<file path="config.mk">
export PLATFORM = sky130hd
export DESIGN_NAME = fetch_stage
export DESIGN_NICKNAME = d
export VERILOG_FILES = /design/src/rtl/fetch_pkg.sv /design/src/rtl/pc_reg.sv /design/src/rtl/fetch_stage.sv
export SDC_FILE = /design/constraint.sdc
export NUM_CORES = 1
export LEC_CHECK = 0
export BUFFER_PORTS_ARGS = -buffer_cell sky130_fd_sc_hd__buf_2
export CAP_MARGIN = 20
export CORE_MARGIN = 2
export CORE_UTILIZATION = 48
export CTS_CLUSTER_SIZE = 8
export DETAILED_ROUTE_END_ITERATION = 8
export HOLD_SLACK_MARGIN = 0.1
export PLACE_DENSITY = 0.76
export SYNTH_ARGS = -nofsm -noshare
export SYNTH_HDL_FRONTEND = slang
export SYNTH_SLANG_ARGS = --single-unit
</file>
<file path="constraint.sdc">
create_clock -name clk -period 2.7 [get_ports clk]
set_input_delay 0 -clock clk [delete_from_list [all_inputs] [get_ports clk]]
set_output_delay 0 -clock clk [all_outputs]
set_load 0.01 [all_outputs]
</file>
<file path="src/rtl/fetch_pkg.sv">
// rtl/fetch_pkg.sv - shared widths, reset constants and IF/ID record for the fetch stage
package fetch_pkg;

  localparam int INSTR_W = 32;
  localparam int ADDR_W  = 32;

  localparam logic [ADDR_W-1:0]  PC_STEP          = ADDR_W'(4);
  localparam logic [ADDR_W-1:0]  PC_ALIGN_MASK    = ~ADDR_W'(3);
  localparam logic [ADDR_W-1:0]  DEFAULT_RESET_PC = '0;
  localparam logic [INSTR_W-1:0] DEFAULT_NOP      = '0;

  typedef struct packed {
    logic [INSTR_W-1:0] instr;
    logic [ADDR_W-1:0]  pc_plus4;
    logic               valid;
  } if_id_t;

  // Instructions are word-aligned, so the two byte-offset bits are forced to zero.
  function automatic logic [ADDR_W-1:0] align_pc(input logic [ADDR_W-1:0] addr);
    return addr & PC_ALIGN_MASK;
  endfunction

endpackage

</file>
<file path="src/rtl/pc_reg.sv">
// rtl/pc_reg.sv - program counter with next-PC selection (redirect > stall > +4)
module pc_reg
  import fetch_pkg::*;
#(
  parameter logic [ADDR_W-1:0] RESET_PC = DEFAULT_RESET_PC
) (
  input  logic              clk,
  input  logic              rst_n,
  input  logic              stall_i,
  input  logic              redirect_valid_i,
  input  logic [ADDR_W-1:0] redirect_target_i,
  output logic [ADDR_W-1:0] pc_o,
  output logic [ADDR_W-1:0] pc_plus4_o
);

  logic [ADDR_W-1:0] pc_q;
  logic [ADDR_W-1:0] pc_d;
  logic [ADDR_W-1:0] pc_plus4;

  // Modulo-2^32 increment: the top word wraps to zero silently.
  assign pc_plus4 = pc_q + PC_STEP;

  always_comb begin
    pc_d = pc_q;
    if (redirect_valid_i) begin
      pc_d = align_pc(redirect_target_i);
    end else if (!stall_i) begin
      pc_d = pc_plus4;
    end
  end

  always_ff @(posedge clk or negedge rst_n) begin
    if (!rst_n) begin
      pc_q <= align_pc(RESET_PC);
    end else begin
      pc_q <= pc_d;
    end
  end

  assign pc_o       = pc_q;
  assign pc_plus4_o = pc_plus4;

endmodule

</file>
<file path="src/rtl/fetch_stage.sv">
// rtl/fetch_stage.sv - instruction fetch: PC, IF/ID register, misalign pulse, fetch counter
module fetch_stage
  import fetch_pkg::*;
#(
  parameter logic [ADDR_W-1:0]  RESET_PC  = DEFAULT_RESET_PC,
  parameter logic [INSTR_W-1:0] NOP_INSTR = DEFAULT_NOP
) (
  input  logic               clk,
  input  logic               rst_n,
  input  logic               stall,
  input  logic               redirect_valid,
  input  logic [ADDR_W-1:0]  redirect_target,
  output logic [ADDR_W-1:0]  imem_addr,
  input  logic [INSTR_W-1:0] imem_instr,
  output logic [INSTR_W-1:0] if_id_instr,
  output logic [ADDR_W-1:0]  if_id_pc_plus4,
  output logic               if_id_valid,
  output logic               misalign_err,
  output logic [31:0]        fetch_count
);

  logic [ADDR_W-1:0] pc;
  logic [ADDR_W-1:0] pc_plus4;

  if_id_t      if_id_q, if_id_d;
  logic [31:0] count_q, count_d;
  logic        misalign_q, misalign_d;

  pc_reg #(
    .RESET_PC (RESET_PC)
  ) u_pc_reg (
    .clk               (clk),
    .rst_n             (rst_n),
    .stall_i           (stall),
    .redirect_valid_i  (redirect_valid),
    .redirect_target_i (redirect_target),
    .pc_o              (pc),
    .pc_plus4_o        (pc_plus4)
  );

  assign imem_addr = pc;

  // A redirect flushes IF/ID even when the hazard unit is stalling.
  always_comb begin
    if_id_d    = if_id_q;
    count_d    = count_q;
    misalign_d = redirect_valid && (redirect_target[1:0] != 2'b00);
    if (redirect_valid) begin
      if_id_d = '{instr: NOP_INSTR, pc_plus4: '0, valid: 1'b0};
    end else if (!stall) begin
      if_id_d = '{instr: imem_instr, pc_plus4: pc_plus4, valid: 1'b1};
      count_d = count_q + 32'd1;
    end
  end

  always_ff @(posedge clk or negedge rst_n) begin
    if (!rst_n) begin
      if_id_q    <= '{instr: NOP_INSTR, pc_plus4: '0, valid: 1'b0};
      count_q    <= '0;
      misalign_q <= 1'b0;
    end else begin
      if_id_q    <= if_id_d;
      count_q    <= count_d;
      misalign_q <= misalign_d;
    end
  end

  assign if_id_instr    = if_id_q.instr;
  assign if_id_pc_plus4 = if_id_q.pc_plus4;
  assign if_id_valid    = if_id_q.valid;
  assign misalign_err   = misalign_q;
  assign fetch_count    = count_q;

endmodule

</file>
==> results.yml <==
status:
  status: "complete, no violations"
drt:
  drt_iter0_markers: 434
  post_drt_wl_per_cell_um: 17.4
  finalWirelength_um: 18600
  drc: 0
  viasPerCell: 5.62
  ant_nets: 0
  num_vias: 5981
  dr.pass1.iters: 5
critical_path:
  crit_chain: "ha_1 -> nand4_4 -> or4_1 -> or3_2 -> a311oi_1"
  reg2reg_slack_ns: 0.16
  worstRegToRegCells: 5
  reg2reg_from: "u_pc_reg.pc_o[2]"
  critPathLaunchType: "flip-flop"
  crit_required_ns: 3.00
  cp_data_arrival_time_ns: 2.84
  crit_fanout: 10
  crit_path_end_kind: "flip-flop"
  slowest_delay_ns: 0.71
  critPathKind: "flip-flop to flip-flop"
  reg2reg_to: "if_id_pc_plus4[28]"
  cpMaxStageDelayCell: "or4_1"
yosys:
  synthFlopType: "dfrtp_1"
  async_flop_share_pct: 100
  yosysWarnings: 0
  syn_area_um2: 6350
  synth_top_area_share_pct: 50.1
  ys_top_cells_by_area: "dfrtp_1, xnor2_1, mux2i_1, nor2_1, nand2_1"
  syn_inst: 632
  syn_avg_cell_area_um2: 10.0
  synth_xor_area_share_pct: 7.59
  synthDistinctLibCells: 54
  yosys.area.top_type: "dfrtp_1"
  synth_edf_count: 0
  yosys.area_share.simple_pct: 22.1
  synth_compound_area_share_pct: 9.60
  synth_seq_cells: 127
  yosysSeqAreaShare_pct: 50.1
  muxShareOfSynthArea_pct: 5.40
  synth_top_family_by_area: "simple AND/OR/NAND/NOR gates"
  synthAdderAreaFrac_pct: 0.394
die:
  die_h_um: 119
  core_region_area_um2: 13100
  die_width_um: 119
  die_area_um2: 14200
  start_util_pct: 48.5
  core.rowCount: 42
  io_pins: 198
finish:
  diodes: 0
  fin_util_pct: 66.1
  fin_nets: 948
  final_common_cell: "buf_2"
  final_cell_mix: "buf_2, dfrtp_1, nor2_1"
  drive_gt1_share_pct: 28.2
  stdcell_count: 1065
  fill_cells: 1030
  syn_to_final_growth_pct: 36.3
  design_area_um2: 8650
pwr:
  p_leak_uw: 0.00409
  vdd_ir_drop_max_mv: 0.386
  p_per_area_nw_per_um2: 614
cts:
  post_cts_buffers: 0
  cts_made_buffers: 17
  cts_tree: "done"
  htreeDepth: 4
  clk_latency_ns: 0.41
  cts.clk_slew.worst_paths_ns: 0.05
  cts_buffer_depth: 2
  clock-sinks: 127
  root_buffer: "clkbuf_16"
placement:
  portBuffers: 195
  dp_hpwl_um: 11800
  placed_area_um2: 7420
  dp_cells: 969
  place_congestion: 0.865
timing:
  rsz0062_at_grt: "no"
  fmax_ghz: 0.394
  slew_viol_final: 0
  relSlewSlack_pct: 43.8
  min_period_over_period_pct: 94.1
  clock_skew_ns: 0.00422
  hold_viol: 0
  post-route-min-period_ns: 2.54
  tightestPinTransition_ns: 0.835
  setup_viol: 0
  tns_ns: 0
grt:
  grt_pass1_vias: 5980
  antenna_found_initial: 0
  grt_max_degree: 72
  overflow: 0
  grt_first_pass_wirelength_um: 30200
  grtUsageTotal_pct: 26.9
worst_hold_path:
  holdPathStages: 4
  min_path_type: "input pin to flip-flop"
  min_to: "u_pc_reg.pc_o[26]"
  hp-start: "stall"
job:
  cap_violations: 0
report_power, final:
part / internal (µW) / switching, µW / total, µW
clock: 1440 / 798 / 2240
sequential: 2050 / 185 / 2240
combinational: 386 / 445 / 831
metal layers:
layer  GRT usage (%)  routed length, µm
met1            34.1               7780
met4            10.4                397
met3            6.85               1270
met5               0                  0
met2            44.4               9110
cell type report:
class                   count  area (µm²)  share of cell area (%)
flip-flops and latches    127        3180                    36.7
clock buffers              24         492                    5.68
multi-input cells         448        2880                    33.3
repair buffers            276        1770                    20.4
clock inverters             6        82.6                   0.955
inverters                   8        30.0                   0.347
well taps                 176         220                    2.55
worst max-delay path: cells and delay by family, from the launching register on:
family	cells	cell delay, ns
and+or+nand+nor	3	1.40
AOI/OAI and AO/OA	1	0.30
DFF	1	0.43
adders and majority gates	1	0.30
per-stage QoR:
stage          setup slack (ns)  total power, µW  hold slack (ns)
2_1_floorplan             0.347             2660           -0.296
4_1_cts                   0.154             5330            0.108
6_report                  0.161             5310            0.131
3_5_place_dp              0.167             3010            0.112
5_1_grt                  0.0203             5530            0.144
3_3_place_gp              0.260             2980            0.104
sequential cells by signal, indices dropped and copies added (netlist names):
register / cells
if_id_valid: 1
fetch_count: 32
u_pc_reg.pc_o: 30
if_id_pc_plus4: 31
if_id_instr: 32
misalign_err: 1
logic make-up after synthesis:
logic type | Yosys count
multiplexers | 34
adder cells (fa/ha/maj) | 2
XOR/XNOR | 55
flip-flops | 127
buffers and inverters | 58
other | 1
AND/OR/NAND/NOR | 263
AO/OA/AOI/OAI | 92
worst max-delay path by stage:
stage	start	end	slack, ns	depth (start not counted)
global route	u_pc_reg.pc_o[2]	if_id_pc_plus4[30]	0.02	5
global placement	u_pc_reg.pc_o[2]	if_id_pc_plus4[30]	0.26	5
finish	u_pc_reg.pc_o[2]	if_id_pc_plus4[28]	0.16	5
floorplan	u_pc_reg.pc_o[2]	if_id_pc_plus4[30]	0.35	6
CTS	u_pc_reg.pc_o[2]	if_id_pc_plus4[28]	0.15	5
detailed placement	u_pc_reg.pc_o[2]	if_id_pc_plus4[28]	0.17	5
cells in the mapped netlist, types with 2 or more instances:
cell / count
a2111oi_0: 2
a211oi_1: 10
a21oi_1: 10
a221oi_1: 3
a22oi_1: 2
a311oi_1: 8
a31oi_1: 8
and2_1: 3
and3_1: 9
and4_1: 10
buf_1: 3
buf_2: 6
buf_4: 5
buf_6: 6
clkbuf_1: 27
clkbuf_2: 2
dfrtp_1: 127
ha_1: 2
inv_1: 7
mux2_2: 2
mux2i_1: 32
nand2_1: 48
nand2b_1: 2
nand3_1: 24
nand4_1: 28
nand4b_1: 3
nor2_1: 73
nor2b_1: 4
nor3_1: 11
nor4_1: 7
o211ai_1: 6
o21a_1: 2
o21ai_0: 28
o31ai_1: 8
or3_1: 9
or3_2: 4
or4_1: 21
xnor2_1: 44
xor2_1: 11
repair_timing:
action	in CTS	in global routing
hold buffers	66	0
gates resized for setup	0	0
endpoints found under the hold margin	119	0
Note: power is estimated with default switching activity, not from simulation.
